**src/rtl/exp_pkg.sv**
```systemverilog
// Shared constants and types for the exponent stage and its frame accumulator.
package exp_pkg;
  localparam int DATA_W = 20;
  localparam int SUM_W  = 28;
  localparam int CNT_W  = 8;
  localparam int FRAC_W = 4;

  typedef enum logic {
    IDLE  = 1'b0,
    ACCUM = 1'b1
  } inState_t;
endpackage

```
**src/rtl/sat_add.sv**
```systemverilog
// Unsigned saturating adder: a carry out of W bits clamps the result to all-ones.
module sat_add #(
  parameter int W = 8
) (
  input  logic [W-1:0] a,
  input  logic [W-1:0] b,
  output logic [W-1:0] sum,
  output logic         ovf
);
  logic [W:0] raw;

  assign raw = {1'b0, a} + {1'b0, b};
  assign ovf = raw[W];
  assign sum = raw[W] ? '1 : raw[W-1:0];
endmodule

```
**src/rtl/exp_sum_acc.sv**
```systemverilog
// Frame accumulator for 16.4 exponent samples: saturating per-frame sum and count,
// presented on a one-deep valid/ready register; results that cannot be held are dropped.
//   state | meaning
//   IDLE  | no partial frame, acc/cnt are zero
//   ACCUM | partial frame held in acc/cnt
module exp_sum_acc
  import exp_pkg::*;
#(
  parameter int DATA_W = exp_pkg::DATA_W,
  parameter int SUM_W  = exp_pkg::SUM_W,
  parameter int CNT_W  = exp_pkg::CNT_W
) (
  input  logic              clk,
  input  logic              rst_n,
  input  logic [DATA_W-1:0] iData,
  input  logic              iDataValid,
  input  logic              iLast,
  output logic [SUM_W-1:0]  oSum,
  output logic [CNT_W-1:0]  oCount,
  output logic              oSat,
  output logic              oSumValid,
  input  logic              oSumReady,
  output logic              oDropErr
);
  inState_t         state, nextState;
  logic [SUM_W-1:0] acc;
  logic [CNT_W-1:0] cnt;
  logic             accSat;

  logic [SUM_W-1:0] accOperand, sumNext;
  logic [CNT_W-1:0] cntOperand, cntNext;
  logic             sumOvf, cntOvf, frameDone, frameSat, loadOk;

  // IDLE forces a zero operand so a first sample never picks up stale partials
  assign accOperand = (state == ACCUM) ? acc : '0;
  assign cntOperand = (state == ACCUM) ? cnt : '0;

  sat_add #(.W(SUM_W)) uSumAdd (
    .a   (accOperand),
    .b   (SUM_W'(iData)),
    .sum (sumNext),
    .ovf (sumOvf)
  );

  sat_add #(.W(CNT_W)) uCntAdd (
    .a   (cntOperand),
    .b   (CNT_W'(1)),
    .sum (cntNext),
    .ovf (cntOvf)
  );

  assign frameDone = iDataValid & iLast;
  assign frameSat  = accSat | sumOvf | cntOvf;
  assign loadOk    = ~oSumValid | oSumReady;

  always_ff @(posedge clk or negedge rst_n) begin
    if (!rst_n) state <= IDLE;
    else        state <= nextState;
  end

  always_comb begin
    nextState = state;
    if (iDataValid) nextState = iLast ? IDLE : ACCUM;
  end

  always_ff @(posedge clk or negedge rst_n) begin
    if (!rst_n) begin
      acc    <= '0;
      cnt    <= '0;
      accSat <= 1'b0;
    end else if (iDataValid) begin
      if (iLast) begin
        acc    <= '0;
        cnt    <= '0;
        accSat <= 1'b0;
      end else begin
        acc    <= sumNext;
        cnt    <= cntNext;
        accSat <= (state == ACCUM) ? frameSat : (sumOvf | cntOvf);
      end
    end
  end

  // A held result blocks a new one unless it is being taken this same cycle
  always_ff @(posedge clk or negedge rst_n) begin
    if (!rst_n) begin
      oSum      <= '0;
      oCount    <= '0;
      oSat      <= 1'b0;
      oSumValid <= 1'b0;
      oDropErr  <= 1'b0;
    end else if (frameDone) begin
      if (loadOk) begin
        oSum      <= sumNext;
        oCount    <= cntNext;
        oSat      <= frameSat;
        oSumValid <= 1'b1;
      end else begin
        oDropErr  <= 1'b1;
      end
    end else if (oSumValid && oSumReady) begin
      oSumValid <= 1'b0;
    end
  end
endmodule

```
**config.mk**
```make
export PLATFORM = sky130hd
export DESIGN_NAME = exp_sum_acc
export DESIGN_NICKNAME = d
export VERILOG_FILES = /design/src/rtl/exp_pkg.sv /design/src/rtl/sat_add.sv /design/src/rtl/exp_sum_acc.sv
export SDC_FILE = /design/constraint.sdc
export NUM_CORES = 1
export LEC_CHECK = 0
export CAP_MARGIN = 25
export CORE_MARGIN = 8
export CORE_UTILIZATION = 50
export DETAILED_ROUTE_END_ITERATION = 10
export HOLD_SLACK_MARGIN = 0.12
export PLACE_DENSITY = 0.82
export SKIP_LAST_GASP = 1
export SYNTH_ARGS = -nofsm -noshare
export SYNTH_HDL_FRONTEND = slang
export SYNTH_SLANG_ARGS = --single-unit
```
**constraint.sdc**
```tcl
create_clock -name clk -period 3.7 [get_ports clk]
set_clock_uncertainty 0.15 [all_clocks]
set_input_delay 0.555 -clock clk [delete_from_list [all_inputs] [get_ports clk]]
set_output_delay 0.555 -clock clk [all_outputs]
set_load 0.05 [all_outputs]
```
### After elaboration in Yosys (flattened, before gate mapping)

Cells that the tools add are included.

* register bits after elaboration: 77
* input port bits: 25
* output and inout port bits: 39
* logic and storage cells: 36

* add/subtract/negate cells: 2
* eq/ne operators: 1
* multiplexer cells: 12
* bitwise logic cells: 7
* reduce and logical (&&, ||, !) cells: 5

Operators by type and width (count)
* 28-bit 2-to-1 mux: 3
* 28-bit by 20-bit adder with 29-bit output: 1
* 8-bit 2-to-1 mux: 3
* 8-bit by 1-bit adder with 9-bit output (second input constant): 1
* 1-bit 2-to-1 mux: 6
* 2-bit AND reduction: 3
* 1-bit OR: 4
* 2-bit by 1-bit inequality test with 1-bit output (second input constant): 1
* 1-bit inverter: 2
* 2-bit nonzero test: 1
* 1-bit AND: 1
* 1-bit logical AND: 1

### Longest topological paths before layout

Gate-level depths: netlist of run 1.

* depth after elaboration: 6
* depth in mapped cells: 16
* depth with buffers taken out: 11

### Modules after synthesis

A second synthesis of run 1 with hierarchy kept.

* cells, all modules: 584
* area, all modules: 5705.5 um2

Modules (own cells, without submodules)
* exp_sum_acc: times used 1, cells an instance 283, area an instance 3472.1 um2, sequential area each 1926.8 um2
* sat_add at uSumAdd: times used 1, cells an instance 252, area an instance 1845.5 um2, sequential area each 0.0 um2
* sat_add at uCntAdd: times used 1, cells an instance 49, area an instance 387.9 um2, sequential area each 0.0 um2

### Worst setup path before layout of run 1

Ideal clock, no wire load.

* path type: register -> register
* from: register state
* to: register acc[20]
* setup time: 0.137 ns
* arrival: 3.313 ns
* data required time: 3.413 ns
* path slack: 0.100 ns
* stages on the path, launching flop included: 17
* buffers on the path: 5
* clock period less this slack: 3.600 ns
* cell sequence: dfrtp_1 > clkbuf_1 > clkbuf_1 > clkbuf_1 > clkbuf_1 > and2_1 > ha_1 > fa_1 > a21o_1 > a221oi_2 > o211a_1 > or4_4 > a21oi_4 > buf_4 > nand2_1 > o221ai_1 > a21oi_1

* longest elaborated chain between the ends: 4

RTL lines
* start: declaration: line exp_sum_acc.sv:25 `inState_t state, nextState;`
* start signal: assignment: line exp_sum_acc.sv:58 `else state <= nextState;`
* 28-bit 2-to-1 mux: line exp_sum_acc.sv:35 `assign accOperand = (state == ACCUM) ? acc : '0;`
* 28-bit by 20-bit adder with 29-bit output: line sat_add.sv:12 `assign raw = {1'b0, a} + {1'b0, b};`
* 28-bit 2-to-1 mux: line sat_add.sv:14 `assign sum = raw[W] ? '1 : raw[W-1:0];`
* 28-bit 2-to-1 mux: line exp_sum_acc.sv:72 `if (iLast) begin`
* end signal: assignment: line exp_sum_acc.sv:77 `acc <= sumNext;`
* end: declaration: line exp_sum_acc.sv:26 `logic [SUM_W-1:0] acc;`

No other way between the ends.
A chain may end at the register's enable or synchronous reset.

### Final worst setup path of run 1

* from: register state
* to: register acc[27]

Same word-level chain as after synthesis.

==> results of run 1 <==
[per-stage QoR]
stage,std cells,power [mW],setup WS [ns]
after detailed placement,675,2.13,0.0644
after CTS,691,2.87,0.325
after global placement,675,2.11,0.155
after global routing,693,3.01,0.0752
after floorplan,520,1.78,0.100
final,693,2.86,0.280
[timing repair]
| action | 4_1_cts | 5_1_grt |
|---|---|---|
| hold endpoints to repair | 0 | 34 |
| setup endpoints to repair | 0 | 0 |
| hold buffers | 0 | 1 |
[state kept, by name (all words and copies together), names as in the netlist, 8 cells and up]
name    count
oCount      8
cnt         8
oSum       28
acc        28
[layout make-up]
class	count	area, sq um
inverter	32	120
clock inverter	6	92.6
timing repair buffer	76	741
tap	108	135
sequential	77	1930
fill	700	3230
multi-input combinational	384	2340
clock buffer	10	138
[worst paths after layout]
kind | start | end | cells after the start
min in group asynchronous | rst_n | oSum[3]$_DFFE_PN0P_ | 2
setup / recovery | state$_DFFE_PN0P_ | acc[27]$_DFFE_PN0P_ | 11
hold reg to reg | oDropErr$_DFFE_PN0P_ | oDropErr$_DFFE_PN0P_ | 1
hold / removal | oDropErr$_DFFE_PN0P_ | oDropErr$_DFFE_PN0P_ | 1
max in group asynchronous | rst_n | oSum[23]$_DFFE_PN0P_ | 3
setup reg to reg | state$_DFFE_PN0P_ | acc[27]$_DFFE_PN0P_ | 11
[cells in the final DEF, fill, tap and decap left out, drive strengths merged, types with 4 or more instances in the layout]
master / Yosys / layout
and2: 22 / 22
a21o: 6 / 6
nand3: 14 / 14
nand2b: 6 / 6
xor2: 10 / 10
o31ai: 4 / 4
nor2: 36 / 36
clkbuf: 24 / 10
nor2b: 4 / 4
nand2: 67 / 67
o21ai: 51 / 51
xnor2: 13 / 13
ha: 21 / 21
buf: 3 / 13
inv: 32 / 34
o21a: 5 / 5
a21oi: 36 / 36
and3: 7 / 7
o22ai: 26 / 26
dfrtp: 77 / 77
nor3: 5 / 5
nand4: 7 / 7
clkdlybuf4s50: 0 / 62
a31oi: 11 / 11
[layer usage]
layer	vias to the layer above	part of all wire [%]	routed length, um
met3	14	4.3	499
met1	1921	45	5160
met4	0	1.6	182
li1	1943	-	-
met2	115	49	5650
met5	-	0	0
[logic make-up after synthesis]
kind of cell	Yosys count
muxes	5
DFF	77
and+or+nand+nor	174
xor gates and xnor gates	23
AOI/OAI and AO/OA	160
buffers and inverters	59
adders and majority gates	22
[power breakdown]
part	switching, mW	internal (mW)
combinational	0.693	0.391
sequential	0.0756	0.968
clock	0.330	0.403
[worst max-delay path, delay by kind of cell (launching register included)]
kind	cells	cell delay (ns)
AND/OR/NAND/NOR	3	1.07
adder cells (fa/ha/maj)	2	0.44
AO/OA/AOI/OAI	6	1.07
flip-flops	1	0.58
==> results, run 1 <==
- TritonCTS built the clock tree.
- The number of nets in the layout is 627.
- The worst pin sits at a relative slew slack of 62.8%.
- The largest buffer count on any clock path is 2.
- The number of nets handed over by synthesis was 567.
- The leading area contributor after synthesis is sky130_fd_sc_hd__dfrtp_1.
- The total overflow left after global routing is 0.
- The overall routed net length is 11.5 mm.
- Clock-pin slew was measured on the worst setup and hold paths at 0.08 ns.
- The first detailed-routing pass took 5 iterations.
- The die outline height is 111 um.
- In this run the count of I/O pins placed on the die edge is 64.
- The fraction of the mapped netlist area in adder cells is 6.29%.
- The number of global-route vias before repair is 4154.
- The commonest cells after synthesis are sky130_fd_sc_hd__dfrtp_1 (77), sky130_fd_sc_hd__nand2_1 (67), sky130_fd_sc_hd__o21ai_0 (48).
- The starting density of the core is 51.6%.
- The peak ir drop on the vdd network is 0.000342 V.
- After global routing, the most crowded layer is met2.
- In the global route stage, met1 resource usage came out at 23.6%.
- The max-capacitance violation count is 0.
- In the post-synthesis netlist, the biggest area contributors are sky130_fd_sc_hd__dfrtp_1 (43%), sky130_fd_sc_hd__ha_1 (5.8%), sky130_fd_sc_hd__nand2_1 (5.6%).
- Timing would allow up to 0.292 GHz.
- Using the TritonRoute via totals, the vias-per-cell ratio works out to 5.76.
- Setup repair after global routing left no endpoint under its margin.
- The met2 capacity usage during global routing is 30.7%.
- The min-delay analysis places its worst path in the category register to register.
- The post-synthesis compound-gate area fraction is 21.6%.
- The run finished with clean final reports.
- The sequential area share after synthesis is 42.8%.
- The die covers 12300 sq um.
- The power density over the cells is 521 nW/um^2.
- The total setup buffers inserted after CTS is 0.
- The category of the critical setup timing path is register to register.
- In this run the cell area measured after placement is 5230 sq um.
- The post-route standard cell area excluding fillers is 5490 sq um.
- In the global route stage, met3 resource usage came out at 4.17%.
- The multiplexer share of the synthesized area is 1.17%.
- The critical path goes through and2_1, ha_1, fa_1, a21o_1, a221oi_2, o211a_1, or4_4, a21oi_4, and2b_2, a21oi_1, a221oi_1.
- The clock reaches the later pin of the worst-skew pair after 0.36 ns.
- The summed negative setup slack over all endpoints is 0 ns.
- The clock root buffer master is sky130_fd_sc_hd__clkbuf_8.
- The number of CTS-inserted buffers is 9.
- The detailed-placement wirelength estimate is 7.93 mm.
- The area added between synthesis and finish is 22.0%.
- In the final routed layout, each cell accounts on average for 16.6 um.
- Among all flip-flop cells after synthesis, the most frequent one is sky130_fd_sc_hd__dfrtp_1.
- The number of hold violations in the final report is 0.
- The die boundary width is 111 um.
- The total routing usage reported by global routing is 18.7%.
- Setup slack on the worst reg-to-reg path comes out at 0.28 ns.
- For this run, the share of the core covered by cells in the final layout is 62.9%.
- For this design, the slowest cell found on the critical path is sky130_fd_sc_hd__dfrtp_1.
- In this run the remaining antenna-violating nets after routing total 0.
- The first global-routing pass estimated 19.7 mm of wire.
- At the pin with the least slew margin, the transition time is 0.557 ns.
- In this run the number of H-tree levels came out at 3.
- The highest fanout seen on the critical path is 21.
- The synthesized netlist devotes 18.3% of its cell area to simple gates.
- sky130_fd_sc_hd__dfrtp_1 is the most common cell in the netlist.
- The final worst hold slack is 0.334 ns.
- By area, the combinational part of the netlist is dominated by compound AO/OA/AOI/OAI gates.
- The number of slew-limit violations in the final report came to 0.
- After detailed routing, the number of remaining DRC violations is 0.
- For the worst setup path, the data required time is 3.80 ns.
- The cell count after synthesis came out at 520.
- The post-route netlist has 6.50% of its cells at a drive strength greater than 1.
- The initialized floorplan defines 34 standard-cell rows.
- The shortest clock period the worst path allows after layout is 3.42 ns.
- The number of vias in the routed layout is 3993.
- The worst path arrival time is 3.52 ns.
- After the first detailed-routing iteration, the DRC count stood at 207.
- The leakage power of the design is 2.45 nW.
- Setup violations remaining at the end of the flow were counted as 0.
- The count of input and output buffers is 63.
- The number of gates given a new drive strength after cts is 0.
- The number of enable-type register cells in the synthesized netlist is 0.
- The share of Yosys cell area claimed by the top area cell type is 42.8%.
- The endpoint class of the critical path is a register.
- The placer congestion estimate is 0.894.
- In this run, synthesis produced a sequential element count of 77.
- Counting every sink on the clock net gives 77.
- The area of the core is 8720 sq um.
- The average cell area after synthesis is 8.65 sq um.
- Entering global routing, the biggest net connects 78 pins.
- The initial antenna violation count is 0.
- The netlist uses 47 different library cells.
- The number of antenna diodes in the final layout is 0.
- The maximum single-stage delay on the critical path is 0.58 ns.
- The final worst-path cycle share is 92.4%.
- The type of origin of the critical path is a register.
- The synthesized netlist devotes 4.48% of its cell area to XOR and XNOR gates.
- The cell area that synthesis handed to floorplanning was 4500 sq um.
- After synthesis, the share of flip-flops with an asynchronous set or reset is 100%.
- The total of warnings raised by yosys is 0.
No activity file was read; power rests on OpenSTA's default activity.
==> inputs of run 2 (changes only) <==
ABC_AREA = 0   (was unset)
CORE_UTILIZATION = 30   (was 50)
PLACE_DENSITY = unset   (was 0.82)
PLACE_DENSITY_LB_ADDON = 0.05   (was unset)
==> run 2 against run 1 <==
Compared with the run above: utilization is 24 points lower; total power is 8.3% higher; highest routed layer unchanged; largest power group unchanged; design area is 3.8% higher; critical path depth is 1 higher; worst hold slack worse by 0.014 ns.
==> results, run 2 (synthesized netlist as in run 1, its figures left out) <==
- The number of slew-limit violations in the final report is 0.
- The number of vias in the routed layout is 3841.
- Measured along the y axis, the die boundary spans 138 um.
- The pre-antenna-repair detailed-routing pass consisted of 4 iterations.
- TritonCTS created 9 clock buffers.
- The clock insertion delay at the later pin of the skew report is 0.34 ns.
- The worst register-to-register path has a depth of 12.
- The largest registers in the layout are acc: 28 flops, oSum: 28 flops.
- The flow ran to the end, and the final reports show no timing, DRC or antenna violations.
- The first-pass GRT wire length is 20.8 mm.
- For this block, the routed nets add up to 12.6 mm of wire.
- The detailed-placement wirelength estimate is 9.03 mm.
- The largest buffer count on any clock path is 2.
- Once the clock tree was built, the resizer swapped 0 gates to a different size.
- The area after detailed placement is 5330 sq um.
- The endpoint class of the critical path is a register.
- The hold-critical path depth is 2.
- The count of input and output buffers is 63.
- The starting density of the core is 30.8%.
- The max-capacitance violation count is 0.
- The area of the core is 14600 sq um.
- The CTS tree is built.
- After detailed routing, the average wire length per cell comes to 16.4 um.
- The die boundary width is 138 um.
- The required time at the worst-slack endpoint is 3.74 ns.
- Leaving out fill and tap cells, the most frequent cells in the layout are sky130_fd_sc_hd__dfrtp_1 (77), sky130_fd_sc_hd__nand2_1 (67), sky130_fd_sc_hd__clkdlybuf4s50_1 (61).
- The highest achievable clock rate is 0.304 GHz.
- The largest net degree at the start of global routing is 78.
- The completed layout was analyzed and its total power is 3.10 mW.
- 0 antenna diodes ended up in the layout.
- By startpoint and endpoint, the worst setup path is classified as register to register.
- For this design, the sink count on the clock tree is 77.
- In the routed layout, each cell is associated on average with a via count of 4.98.
- The worst path arrival time is 3.33 ns.
- The shortest clock period the worst path allows after layout is 3.29 ns.
- The total number of placement rows is 44.
- The type of origin of the critical path is a register.
- The worst pin sits at a relative slew slack of 44.3%.
- From synthesis to final layout, the design area changed by 26.7%.
- During I/O placement, the number of pins put on the boundary was 64.
- Of the cells placed in the final design, the portion with a size suffix greater than 1 is 6.81%.
- The slew at the pin with the worst max-slew slack is 0.833 ns.
- Cells fill 39.1% of the core in the end.
- For this run the aggregate overflow at the end of global routing stands at 0.
- With fillers left out, the area of the finished cells amounts to 5700 sq um.
- The H-tree was split into 3 levels.
- The summed negative setup slack over all endpoints is 0 ns.
- The congestion estimate from routability-driven global placement came to 0.800.
- Along the worst path, the maximum fanout reaches 8.
- The number of global-route vias before repair is 3952.
- Setup violations remaining at the end of the flow were counted as 0.
- The path class of the tightest hold or removal check is register to register.
- The final layout contains 629 nets.
- The final worst-path cycle share is 89.0%.
- The die covers 19200 sq um.
- The count of nets left with antenna violations once routing finished came out at 0.
- The initial antenna violation count is 0.
- After clock tree synthesis, the clock-pin slew on the worst setup and hold paths is 0.06 ns.
- Setup repair after global routing left no endpoint under its margin.
- The peak ir drop on the vdd network is 0.000210 V.
- The leading cell type in the layout, fill and taps excluded is sky130_fd_sc_hd__dfrtp_1.
- The number of hold violations in the final report is 0.
- The tightest hold path in the finished design has a slack of 0.320 ns.
- In this run the static leakage power is 2.51 nW.
- The violation count after the first detailed-route iteration is 218.
- In this run the clock root is driven by a sky130_fd_sc_hd__clkbuf_16.
- The count of unresolved DRC violations after routing is 0.
- The total routing usage reported by global routing is 13.3%.
- For this design the ratio of total power to cell area is 544 nW/um^2.
==> run 2: cell types whose count changed in the layout (fill, tap and decap cells not counted), moves of 2 or more <==
cell                        change
sky130_fd_sc_hd__clkbuf_16      +9
sky130_fd_sc_hd__clkbuf_8       -9
sky130_fd_sc_hd__buf_4          +2
sky130_fd_sc_hd__inv_6          -2
==> run 2: report_power, final <==
group	internal [mW]	switching [mW]
combinational	0.389	0.690
clock	0.611	0.366
sequential	0.970	0.0733
==> run 2: worst paths after layout <==
path                                             from  slack [ns]               endpoint
worst min-delay path            oCount[6]$_DFFE_PN0P_        0.32  oCount[6]$_DFFE_PN0P_
max in group asynchronous                       rst_n        2.29    oSum[0]$_DFFE_PN0P_
worst max register to register      state$_DFFE_PN0P_        0.41     acc[4]$_DFFE_PN0P_
min in group asynchronous                       rst_n        0.51   oSum[12]$_DFFE_PN0P_
worst max-delay path                state$_DFFE_PN0P_        0.41     acc[4]$_DFFE_PN0P_
worst min register to register  oCount[6]$_DFFE_PN0P_        0.32  oCount[6]$_DFFE_PN0P_
==> run 2: stage by stage <==
stage,setup slack (ns),cells
CTS,0.381,769
floorplan,0.100,520
global route,0.196,771
finish,0.406,771
global placement,0.171,753
detailed placement,0.0901,753
==> run 2: worst max-delay path, cell delays in order (launching register included) <==
cell and delay, ns:
sky130_fd_sc_hd__dfrtp_1 0.48, sky130_fd_sc_hd__and2_1 0.19, sky130_fd_sc_hd__ha_1 0.22, sky130_fd_sc_hd__fa_1 0.42
sky130_fd_sc_hd__a21o_1 0.22, sky130_fd_sc_hd__a221oi_2 0.29, sky130_fd_sc_hd__o211a_1 0.24, sky130_fd_sc_hd__or4_4 0.14
sky130_fd_sc_hd__a21oi_4 0.05, sky130_fd_sc_hd__and2b_2 0.26, sky130_fd_sc_hd__buf_4 0.18, sky130_fd_sc_hd__nor2_1 0.18
sky130_fd_sc_hd__o22ai_1 0.11
==> run 2: area by class of cell <==
type	instances	area [sq um]
inverter	32	120
fill	1470	8890
clock buffer	11	243
clock inverter	5	83.8
multi-input combinational	384	2340
timing repair buffer	78	758
sequential	77	1930
tap	184	230
==> run 2: repair_timing <==
action,in CTS,in global routing
hold endpoints to repair,0,22
buffers inserted,0,0
setup endpoints to repair,0,0
hold buffers,0,1
==> run 2: per-layer routing <==
layer	share of wire [%]	global-route usage, %	vias to the layer above
met5	0	0	-
met4	1.5	5.09	0
met3	4.6	3.46	13
met2	44	20.1	76
met1	50	17.7	1809
li1	-	-	1943
